**src/rtl/cache_scan_seq_if.sv**
```systemverilog
// rtl/cache_scan_seq_if.sv - command and scan-port bundle for cache_scan_seq
interface cache_scan_seq_if;
  logic         cmd_vld_i;
  logic         cmd_rdy_o;
  logic         cmd_op_i;
  logic [31:0]  cmd_addr_i;
  logic [127:0] cmd_data_i;
  logic [3:0]   cmd_web_i;
  logic         scan_enb_o;
  logic [8:0]   scan_addr_o;
  logic [31:0]  scan_data_o;
  logic [3:0]   scan_web_tag_o;
  logic [3:0]   scan_web_cache_o;
  logic         scan_web_meta_o;
  logic         busy_o;
  logic         done_o;

  modport master (
    output cmd_vld_i, cmd_op_i, cmd_addr_i, cmd_data_i, cmd_web_i,
    input  cmd_rdy_o, scan_enb_o, scan_addr_o, scan_data_o, scan_web_tag_o,
           scan_web_cache_o, scan_web_meta_o, busy_o, done_o
  );

  modport slave (
    input  cmd_vld_i, cmd_op_i, cmd_addr_i, cmd_data_i, cmd_web_i,
    output cmd_rdy_o, scan_enb_o, scan_addr_o, scan_data_o, scan_web_tag_o,
           scan_web_cache_o, scan_web_meta_o, busy_o, done_o
  );
endinterface

```
**src/rtl/cache_scan_seq.sv**
```systemverilog
// rtl/cache_scan_seq.sv - turns fill/invalidate commands into cache scan-port write sequences
// Optional grant handshake before each sequence: CACHE_SCAN_SEQ_LOCK_EN.
module cache_scan_seq #(
  parameter int HOLD_CYCLES = 2
) (
  input  logic clk,
  input  logic reset_n,
`ifdef CACHE_SCAN_SEQ_LOCK_EN
  output logic lock_req_o,
  input  logic lock_gnt_i,
`endif
  cache_scan_seq_if.slave bus
);

  localparam logic [2:0] S_IDLE     = 3'd0;
  localparam logic [2:0] S_DATA     = 3'd1;
  localparam logic [2:0] S_META     = 3'd2;
  localparam logic [2:0] S_TAG      = 3'd3;
  localparam logic [2:0] S_INV      = 3'd4;
  localparam logic [2:0] S_HOLD     = 3'd5;
`ifdef CACHE_SCAN_SEQ_LOCK_EN
  localparam logic [2:0] S_WAIT_GNT = 3'd6;
`endif

  logic [2:0]   state, nxt_state;
  logic [1:0]   beat, nxt_beat;
  logic [3:0]   hold_cnt, nxt_hold;
  logic         accept;

  logic         op_q;
  logic [6:0]   idx_q;
  logic [22:0]  tag_q;
  logic [127:0] data_q;
  logic [3:0]   web_q;

  logic         op_e;
  logic [6:0]   idx_e;
  logic [22:0]  tag_e;
  logic [127:0] data_e;
  logic [3:0]   web_e;

  logic         n_enb, n_wm;
  logic [8:0]   n_addr;
  logic [31:0]  n_data;
  logic [3:0]   n_wt, n_wc;
  logic         unused_addr_lsb;

  assign accept        = bus.cmd_vld_i && (state == S_IDLE);
  assign bus.cmd_rdy_o = (state == S_IDLE);
  assign bus.busy_o    = (state != S_IDLE);
  assign unused_addr_lsb = ^bus.cmd_addr_i[1:0];

  // The first beat is computed from the live inputs in the accept cycle.
  assign op_e   = (state == S_IDLE) ? bus.cmd_op_i         : op_q;
  assign idx_e  = (state == S_IDLE) ? bus.cmd_addr_i[8:2]  : idx_q;
  assign tag_e  = (state == S_IDLE) ? bus.cmd_addr_i[31:9] : tag_q;
  assign data_e = (state == S_IDLE) ? bus.cmd_data_i       : data_q;
  assign web_e  = (state == S_IDLE) ? bus.cmd_web_i        : web_q;

  always_comb begin
    nxt_state = state;
    nxt_beat  = beat;
    nxt_hold  = hold_cnt;
    case (state)
      S_IDLE: begin
        if (accept) begin
          nxt_beat = 2'd0;
`ifdef CACHE_SCAN_SEQ_LOCK_EN
          nxt_state = S_WAIT_GNT;
`else
          nxt_state = op_e ? S_DATA : S_INV;
`endif
        end
      end
`ifdef CACHE_SCAN_SEQ_LOCK_EN
      S_WAIT_GNT: if (lock_gnt_i) nxt_state = op_e ? S_DATA : S_INV;
`endif
      S_DATA: begin
        if (beat == 2'd3) nxt_state = S_META;
        else              nxt_beat  = beat + 2'd1;
      end
      S_META: nxt_state = S_TAG;
      S_TAG, S_INV: begin
        nxt_state = S_HOLD;
        nxt_hold  = 4'(HOLD_CYCLES - 1);
      end
      S_HOLD: begin
        if (hold_cnt == 4'd0) nxt_state = S_IDLE;
        else                  nxt_hold  = hold_cnt - 4'd1;
      end
      default: nxt_state = S_IDLE;
    endcase
  end

  // Scan values for the state being entered; address/data hold when idle.
  always_comb begin
    n_enb  = 1'b1;
    n_addr = bus.scan_addr_o;
    n_data = bus.scan_data_o;
    n_wt   = 4'hF;
    n_wc   = 4'hF;
    n_wm   = 1'b1;
    case (nxt_state)
      S_DATA: begin
        n_enb  = 1'b0;
        n_addr = {idx_e, nxt_beat};
        n_data = data_e[{nxt_beat, 5'd0} +: 32];
        n_wc   = web_e;
      end
      S_META: begin
        n_enb  = 1'b0;
        n_addr = {2'b00, idx_e};
        n_data = 32'd0;
        n_wm   = 1'b0;
      end
      S_TAG: begin
        n_enb  = 1'b0;
        n_addr = {2'b00, idx_e};
        n_data = {1'b1, 8'd0, tag_e};
        n_wt   = web_e;
      end
      S_INV: begin
        n_enb  = 1'b0;
        n_addr = {2'b00, idx_e};
        n_data = 32'd0;
        n_wt   = 4'h0;
      end
      default: ;
    endcase
  end

  always_ff @(posedge clk) begin
    if (accept) begin
      op_q   <= bus.cmd_op_i;
      idx_q  <= bus.cmd_addr_i[8:2];
      tag_q  <= bus.cmd_addr_i[31:9];
      data_q <= bus.cmd_data_i;
      web_q  <= bus.cmd_web_i;
    end
  end

  always_ff @(posedge clk or negedge reset_n) begin
    if (!reset_n) begin
      state                <= S_IDLE;
      beat                 <= 2'd0;
      hold_cnt             <= 4'd0;
      bus.scan_enb_o       <= 1'b1;
      bus.scan_addr_o      <= 9'd0;
      bus.scan_data_o      <= 32'd0;
      bus.scan_web_tag_o   <= 4'hF;
      bus.scan_web_cache_o <= 4'hF;
      bus.scan_web_meta_o  <= 1'b1;
      bus.done_o           <= 1'b0;
`ifdef CACHE_SCAN_SEQ_LOCK_EN
      lock_req_o           <= 1'b0;
`endif
    end else begin
      state                <= nxt_state;
      beat                 <= nxt_beat;
      hold_cnt             <= nxt_hold;
      bus.scan_enb_o       <= n_enb;
      bus.scan_addr_o      <= n_addr;
      bus.scan_data_o      <= n_data;
      bus.scan_web_tag_o   <= n_wt;
      bus.scan_web_cache_o <= n_wc;
      bus.scan_web_meta_o  <= n_wm;
      bus.done_o           <= (state == S_HOLD) && (hold_cnt == 4'd0);
`ifdef CACHE_SCAN_SEQ_LOCK_EN
      lock_req_o           <= (nxt_state != S_IDLE);
`endif
    end
  end

endmodule

```
**src/flat_wrapper.sv**
```systemverilog
// flat-port wrapper written by rule: the top's interface ports become plain ports
module cache_scan_seq_flat 
#(
  parameter int HOLD_CYCLES = 2
)
  (clk, reset_n, bus_cmd_vld_i, bus_cmd_op_i, bus_cmd_addr_i, bus_cmd_data_i, bus_cmd_web_i, bus_cmd_rdy_o, bus_scan_enb_o, bus_scan_addr_o, bus_scan_data_o, bus_scan_web_tag_o, bus_scan_web_cache_o, bus_scan_web_meta_o, bus_busy_o, bus_done_o);
  cache_scan_seq_if bus_i ();
  input  logic clk;
  input  logic reset_n;
  input wire logic [$bits(bus_i.cmd_vld_i)-1:0] bus_cmd_vld_i;
  input wire logic [$bits(bus_i.cmd_op_i)-1:0] bus_cmd_op_i;
  input wire logic [$bits(bus_i.cmd_addr_i)-1:0] bus_cmd_addr_i;
  input wire logic [$bits(bus_i.cmd_data_i)-1:0] bus_cmd_data_i;
  input wire logic [$bits(bus_i.cmd_web_i)-1:0] bus_cmd_web_i;
  output wire logic [$bits(bus_i.cmd_rdy_o)-1:0] bus_cmd_rdy_o;
  output wire logic [$bits(bus_i.scan_enb_o)-1:0] bus_scan_enb_o;
  output wire logic [$bits(bus_i.scan_addr_o)-1:0] bus_scan_addr_o;
  output wire logic [$bits(bus_i.scan_data_o)-1:0] bus_scan_data_o;
  output wire logic [$bits(bus_i.scan_web_tag_o)-1:0] bus_scan_web_tag_o;
  output wire logic [$bits(bus_i.scan_web_cache_o)-1:0] bus_scan_web_cache_o;
  output wire logic [$bits(bus_i.scan_web_meta_o)-1:0] bus_scan_web_meta_o;
  output wire logic [$bits(bus_i.busy_o)-1:0] bus_busy_o;
  output wire logic [$bits(bus_i.done_o)-1:0] bus_done_o;
  assign bus_i.cmd_vld_i = bus_cmd_vld_i;
  assign bus_i.cmd_op_i = bus_cmd_op_i;
  assign bus_i.cmd_addr_i = bus_cmd_addr_i;
  assign bus_i.cmd_data_i = bus_cmd_data_i;
  assign bus_i.cmd_web_i = bus_cmd_web_i;
  assign bus_cmd_rdy_o = bus_i.cmd_rdy_o;
  assign bus_scan_enb_o = bus_i.scan_enb_o;
  assign bus_scan_addr_o = bus_i.scan_addr_o;
  assign bus_scan_data_o = bus_i.scan_data_o;
  assign bus_scan_web_tag_o = bus_i.scan_web_tag_o;
  assign bus_scan_web_cache_o = bus_i.scan_web_cache_o;
  assign bus_scan_web_meta_o = bus_i.scan_web_meta_o;
  assign bus_busy_o = bus_i.busy_o;
  assign bus_done_o = bus_i.done_o;
  cache_scan_seq #(.HOLD_CYCLES(HOLD_CYCLES)) u_core (.clk(clk), .reset_n(reset_n), .bus(bus_i));
endmodule
```
**config.mk**
```make
export PLATFORM = sky130hd
export DESIGN_NAME = cache_scan_seq_flat
export DESIGN_NICKNAME = d
export VERILOG_FILES = /design/src/rtl/cache_scan_seq_if.sv /design/src/rtl/cache_scan_seq.sv /design/src/flat_wrapper.sv
export SDC_FILE = /design/constraint.sdc
export NUM_CORES = 1
export LEC_CHECK = 0
export ABC_CLOCK_PERIOD_IN_PS = 6800
export BUFFER_PORTS_ARGS = -buffer_cell sky130_fd_sc_hd__buf_2
export CAP_MARGIN = 20
export CORE_ASPECT_RATIO = 1.25
export CORE_MARGIN = 3
export CORE_UTILIZATION = 58
export CTS_CLUSTER_SIZE = 12
export DETAILED_ROUTE_END_ITERATION = 8
export PLACE_DENSITY = 0.91
export SYNTH_ARGS = -nofsm -noshare
export SYNTH_HDL_FRONTEND = slang
export SYNTH_SLANG_ARGS = --single-unit
```
**constraint.sdc**
```tcl
create_clock -name clk -period 6.8 [get_ports clk]
set_input_delay 1.36 -clock clk [delete_from_list [all_inputs] [get_ports clk]]
set_output_delay 1.36 -clock clk [all_outputs]
set_load 0.02 [all_outputs]
```
==> results.py, run 1 <==
metrics = {
    "run_status": {
        "outcome": "finished clean",
    },
    "timing": {
        "setup_viol": 0,
        "rsz0062_at_grt": "no",
        "max_freq_mhz": 276,
        "skew_ns": 0.00730,
        "period_minus_slack_ns": 3.63,
        "finalSetupTns_ns": 0,
        "slew_viol_final": 0,
        "hold_viol": 0,
        "tightest_slew_ns": 1.04,
        "whs_ns": 0.497,
        "fin_crit_sh_pct": 53.3,
        "slew_headroom_pct": 30.6,
    },
    "floorplan": {
        "std_cell_rows": 51,
        "initial_core_util_pct": 59.9,
        "die_w_um": 120,
        "core_area_mm2": 0.0158,
        "ios": 222,
        "dieArea_mm2": 0.0179,
        "die_h_um": 149,
    },
    "pwr": {
        "ir_worst_vdd_v": 0.000353,
        "leakagePower_nw": 4.54,
        "power_density_mw_per_mm2": 506,
    },
    "global_routing": {
        "overflow": 0,
        "grt_usage_pct": 24.8,
        "grt_pass1_vias": 6650,
        "grt_start_max_net_pins": 114,
        "grt_pass1_wl_mm": 34.5,
        "antenna_found_initial": 5,
    },
    "drt": {
        "first_pass_iters": 5,
        "via_count": 6120,
        "wl_mm": 22.1,
        "drc_errors": 0,
        "vias_per_cell": 6.02,
        "antenna_left": 0,
        "routedWlPerCell_um": 21.8,
        "drtIter0Drc": 518,
    },
    "synthesis": {
        "yosysWarningCount": 0,
        "syn_area_mm2": 0.00945,
        "synth-seq-cells": 223,
        "synthFlopType": "edfxtp_1",
        "synth_cells": 565,
        "synth_area_leader_cell": "edfxtp_1",
        "synth_area_leaders": "edfxtp_1, dfrtp_1, mux4_2, mux2i_1, dfstp_2",
        "synth-edff-count": 162,
        "synth_nets": 735,
        "seq_area_frac_synth_pct": 67.8,
        "synth_async_sr_flop_share_pct": 27.4,
        "avgSynthCellArea_um2": 16.7,
        "netlist.area_leader.share_pct": 51.5,
        "ys_types": 45,
    },
    "setup_path": {
        "reg2reg_slack_ns": 3.49,
        "crit_chain": "or3_1 > inv_4 > buf_2",
        "slowest_stage": "or3_1",
        "reg2reg_from": "u_core.state[1]",
        "crit_buf_inv": 2,
        "critPathTopFamily": "buffers and inverters",
        "r2r_cells": 6,
        "arrival_ns": 2.27,
        "crit_fanout": 24,
        "setup.worst_path.start_class": "flop",
        "r2r_end": "u_core.bus.scan_data_o[19]",
        "path_class": "flop to output pin",
        "required_ns": 5.44,
        "cpPeakStageDelay_ns": 0.58,
        "cp-end-kind": "output pin",
    },
    "finish": {
        "fin_util_pct": 71.9,
        "area_growth_pct": 20.0,
        "drive_gt1_share_pct": 40.7,
        "final_nets": 954,
    },
    "cts": {
        "cts_setup_buffers": 0,
        "root_buffer": "clkbuf_16",
        "htree_levels": 1,
        "ctsResizeCount": 0,
        "clkLatencyLatePin_ns": 0.49,
        "cts_buffer_depth": 3,
        "cts_hold_buf": 0,
        "cts_sinks": 223,
        "clk_pin_slew_ns": 0.06,
        "cts_tree": "yes",
        "cts_buffers": 23,
    },
    "placement": {
        "dpl.hpwl_mm": 15.1,
        "place_congestion": 0.849,
        "portBuffers": 219,
    },
    "min_path": {
        "holdPathEnd": "u_core.bus.scan_addr_o[3]",
        "min_from": "u_core.bus.scan_addr_o[3]",
        "worstHoldPathType": "flop to flop",
        "min_delay_path_depth": 2,
    },
    "flow_run": {
        "drv_cap": 0,
    },
}
==> power by group <==
group          switching, mW  internal (mW)
clock network          0.479          0.650
logic                   1.46           1.04
registers              0.183           1.92
total                   2.12           3.61
==> worst min-delay path, cell delays in order (launching register included) <==
cell and delay, ns:
dfrtp_1 0.35, nand2_1 0.05, o221ai_1 0.06
==> synth_stat cells (3+ instances only) <==
master	instances
mux2i_1	48
a221o_1	8
nor2_1	35
buf_2	9
nand3_1	5
buf_4	5
o22ai_1	9
mux4_2	48
a22oi_1	24
nand2_1	31
o21ai_0	4
a21oi_1	48
o221ai_1	6
nand3b_1	3
buf_6	9
clkbuf_1	7
nand2b_1	3
dfstp_2	10
edfxtp_1	162
dfrtp_1	51
inv_1	7
==> layout by cell type (no fill, tap or decap), drive strengths merged, types with 3 or more instances in the layout <==
cell type and count:
inv 8, nand2 31, o21ai 4, clkbuf 38, buf 228, a211oi 4, dfstp 10, nand3 5
diode 5, edfxtp 162, a221o 8, o211ai 3, nor2 36, mux4 48, dfrtp 51, nand3b 3
o22ai 9, mux2i 48, a21oi 48, o221ai 6, a22oi 24, nand2b 3
==> sequential cells by signal, indices dropped and copies added (netlist names) <==
signal                       flops
u_core.beat                      2
u_core.bus.done_o                1
u_core.bus.scan_addr_o           9
u_core.bus.scan_data_o          32
u_core.bus.scan_enb_o            1
u_core.bus.scan_web_cache_o      4
u_core.bus.scan_web_meta_o       1
u_core.bus.scan_web_tag_o        4
u_core.data_q                  128
u_core.hold_cnt                  4
u_core.idx_q                     7
u_core.state                     3
u_core.tag_q                    23
u_core.web_q                     4
==> stage by stage <==
step / cells / setup WS [ns] / total power [mW] / cell area (µm²)
after detailed placement: 971 / 2.92 / 4.63 / 10700
after CTS: 1011 / 3.13 / 5.77 / 11300
final: 1016 / 3.17 / 5.73 / 11300
after global placement: 971 / 3.00 / 4.48 / 10700
after floorplan: 565 / 1.31 / 4.06 / 9450
after global routing: 1016 / 3.05 / 6.05 / 11300
==> worst max-delay path by stage <==
stage	startpoint	end	slack, ns	cells past startpoint
2_1_floorplan	bus_cmd_vld_i	u_core.data_q[0]	1.31	2
3_3_place_gp	bus_cmd_vld_i	u_core.data_q[100]	3.00	4
3_5_place_dp	bus_cmd_vld_i	u_core.data_q[36]	2.92	4
4_1_cts	u_core.state[1]	bus_cmd_rdy_o	3.13	3
5_1_grt	u_core.state[1]	bus_cmd_rdy_o	3.05	3
6_report	u_core.state[1]	bus_cmd_rdy_o	3.17	3
==> final cells by class <==
| type | count | area, µm² |
|---|---|---|
| flip-flops and latches | 223 | 6400 |
| fillers | 976 | 4430 |
| multi-input cells | 300 | 2790 |
| repair buffers | 228 | 1160 |
| clock buffers | 38 | 652 |
| well taps | 212 | 265 |
| inverters | 8 | 37.5 |
| clock inverters | 2 | 12.5 |
| diodes | 5 | 12.5 |
==> routing by layer <==
| layer | share of wire, % | up-vias | wire, µm | global-route usage (%) |
|---|---|---|---|---|
| met4 | 4.3 | 2 | 954 | 11.5 |
| met5 | 0.090 | - | 20 | 0 |
| met3 | 6.8 | 66 | 1500 | 3.88 |
| met1 | 37 | 3048 | 8180 | 31.2 |
| met2 | 52 | 318 | 11500 | 42.5 |
| li1 | - | 2686 | - | - |
==> cell families (layout without fill, tap and decap cells) <==
group,count (synthesis),count (layout),share of synthesized area [%]
and+or+nand+nor,90,90,4.45
other,0,5,0
AOI/OAI and AO/OA,110,110,7.80
xor gates and xnor gates,2,2,0.185
adders and majority gates,2,2,0.265
muxes,96,96,16.5
buffers and inverters,42,276,2.97
DFF,223,223,67.8
Power figures use the tool's default switching activity.
==> run 2, diff against run 1 <==
--- a/config.mk
+++ b/config.mk
@@ -5,15 +5,15 @@
 export SDC_FILE = /design/constraint.sdc
 export NUM_CORES = 1
 export LEC_CHECK = 0
-export ABC_CLOCK_PERIOD_IN_PS = 6800
+export ABC_CLOCK_PERIOD_IN_PS = 3460
 export BUFFER_PORTS_ARGS = -buffer_cell sky130_fd_sc_hd__buf_2
 export CAP_MARGIN = 20
 export CORE_ASPECT_RATIO = 1.25
 export CORE_MARGIN = 3
-export CORE_UTILIZATION = 58
+export CORE_UTILIZATION = 54
 export CTS_CLUSTER_SIZE = 12
 export DETAILED_ROUTE_END_ITERATION = 8
-export PLACE_DENSITY = 0.91
+export PLACE_DENSITY = 0.86
 export SYNTH_ARGS = -nofsm -noshare
 export SYNTH_HDL_FRONTEND = slang
 export SYNTH_SLANG_ARGS = --single-unit
==> constraint.sdc (replaced) <==
create_clock -name clk -period 3.46 [get_ports clk]
set_input_delay 0.692 -clock clk [delete_from_list [all_inputs] [get_ports clk]]
set_output_delay 0.692 -clock clk [all_outputs]
set_load 0.02 [all_outputs]
==> results.py, run 2 (synthesized netlist as in run 1, its figures left out) <==
metrics = {
    "timing": {
        "fin_crit_sh_pct": 83.3,
        "slew_viol_final": 0,
        "period_minus_slack_ns": 2.88,
        "max_freq_mhz": 347,
        "slew_headroom_pct": 51.8,
        "rsz0062_at_grt": "no",
        "tightest_slew_ns": 0.722,
        "hold_viol": 0,
        "worst_slack_ns": 0.579,
        "skew_ns": 0.00651,
        "setup_viol": 0,
    },
    "finish": {
        "area_growth_pct": 21.9,
        "regMostFlops": "u_core.data_q",
        "largest_register_ffs": 128,
        "final_nets": 960,
        "multi_input_area_mm2": 0.00279,
        "final_area_mm2": 0.0115,
        "mostFrequentLayoutCell": "buf_2",
        "final_cell_mix": "buf_2, edfxtp_1, dfrtp_1",
        "fill_cells": 1204,
        "reg_top3": "u_core.data_q x128, u_core.bus.scan_data_o x32, u_core.tag_q x23",
        "drive_gt1_share_pct": 41.3,
        "regArea_mm2": 0.00640,
    },
    "setup_path": {
        "crit_fanout": 16,
        "crit_chain": "or3_1 > inv_4 > buf_2",
        "cp-end-kind": "output pin",
        "setup.worst_path.start_class": "flop",
        "arrival_ns": 2.19,
        "slowest_stage": "or3_1",
        "crit_buf_inv": 2,
        "path_class": "flop to output pin",
        "required_ns": 2.77,
        "cpPeakStageDelay_ns": 0.59,
        "critPathTopFamily": "simple AND/OR/NAND/NOR gates",
    },
    "floorplan": {
        "core_area_mm2": 0.0170,
        "dieArea_mm2": 0.0191,
        "die_h_um": 154,
        "ios": 222,
        "std_cell_rows": 53,
        "initial_core_util_pct": 55.6,
        "die_w_um": 124,
    },
    "placement": {
        "portBuffers": 219,
        "place_congestion": 0.796,
        "dpl.hpwl_mm": 14.9,
        "placed_area_mm2": 0.0108,
        "dpl_worst_slack_ns": 0.620,
    },
    "pwr": {
        "ir_worst_vdd_v": 0.000700,
        "power_density_mw_per_mm2": 1000,
        "leakagePower_nw": 4.62,
    },
    "drt": {
        "routedWlPerCell_um": 21.4,
        "via_count": 6037,
        "vias_per_cell": 5.85,
        "wl_mm": 22.0,
        "first_pass_iters": 6,
        "drtIter0Drc": 457,
        "antenna_left": 0,
        "drc_errors": 0,
    },
    "global_routing": {
        "grt_pass1_wl_mm": 34.9,
        "grt_usage_pct": 22.8,
        "antenna_found_initial": 8,
        "grt_pass1_vias": 6534,
        "overflow": 0,
        "grt_start_max_net_pins": 84,
    },
    "cts": {
        "clkLatencyLatePin_ns": 0.49,
        "cts_setup_buffers": 0,
        "cts_buffers": 23,
        "cts_hold_buf": 0,
        "cts_buffer_depth": 3,
        "clk_pin_slew_ns": 0.06,
        "cts_tree": "yes",
        "cts_sinks": 223,
        "root_buffer": "clkbuf_16",
        "ctsResizeCount": 0,
        "htree_levels": 1,
    },
    "run_status": {
        "outcome": "finished clean",
    },
    "flow_run": {
        "drv_cap": 0,
    },
    "min_path": {
        "worstHoldPathType": "primary input to async pin",
    },
}
run 2: worst register-to-register path: cells and delay by family (launching register included):
kind,cells,cell delay (ns)
AO/OA/AOI/OAI,2,0.36
buffers and inverters,2,0.59
AND/OR/NAND/NOR,1,0.60
multiplexers,1,0.56
flip-flops,1,0.58
run 2: layout make-up:
cell class                      instances  share of cell area (%)
Inverter                                8                   0.315
Multi-Input combinational cell        300                    24.2
Sequential cell                       223                    55.6
Clock buffer                           41                    6.11
Tap cell                              220                    2.39
Timing Repair Buffer                  234                    11.3
Antenna cell                            6                   0.130
run 2: metrics by stage:
step	hold WS, ns	power, mW	setup TNS [ns]	cells	util (%)
2_1_floorplan	0.396	7.95	-37.16	565	-
3_3_place_gp	0.465	9.10	0	985	63.6
3_5_place_dp	0.473	9.30	0	985	63.6
4_1_cts	0.217	11.6	0	1026	67.7
5_1_grt	0.247	12.2	0	1032	67.8
6_report	0.219	11.5	0	1032	67.8
run 2: layer usage:
| layer | share of wire [%] | global-route usage, % |
|---|---|---|
| met1 | 37 | 29.2 |
| met2 | 53 | 39.3 |
| met3 | 6.8 | 3.86 |
| met4 | 3.1 | 9.03 |
| met5 | 0.11 | 0 |
run 2: worst paths after layout:
path | from | to | slack, ns | cells past startpoint
hold reg to reg | u_core.bus.scan_addr_o[1] | u_core.bus.scan_addr_o[1] | 0.49 | 2
setup reg to reg | u_core.state[1] | u_core.bus.scan_data_o[11] | 0.66 | 6
setup / recovery | u_core.state[1] | bus_cmd_rdy_o | 0.58 | 3
hold / removal | reset_n | u_core.bus.scan_data_o[21] | 0.22 | 2
min in group clk | bus_cmd_addr_i[30] | u_core.tag_q[21] | 0.38 | 1
max in group asynchronous | reset_n | u_core.bus.scan_web_meta_o | 2.93 | 2
run 2: power by group:
part           leakage, nW  switching [mW]  internal [mW]
combinational         2.06            2.92           2.20
sequential            2.22           0.341           3.76
clock                0.341           0.940           1.36
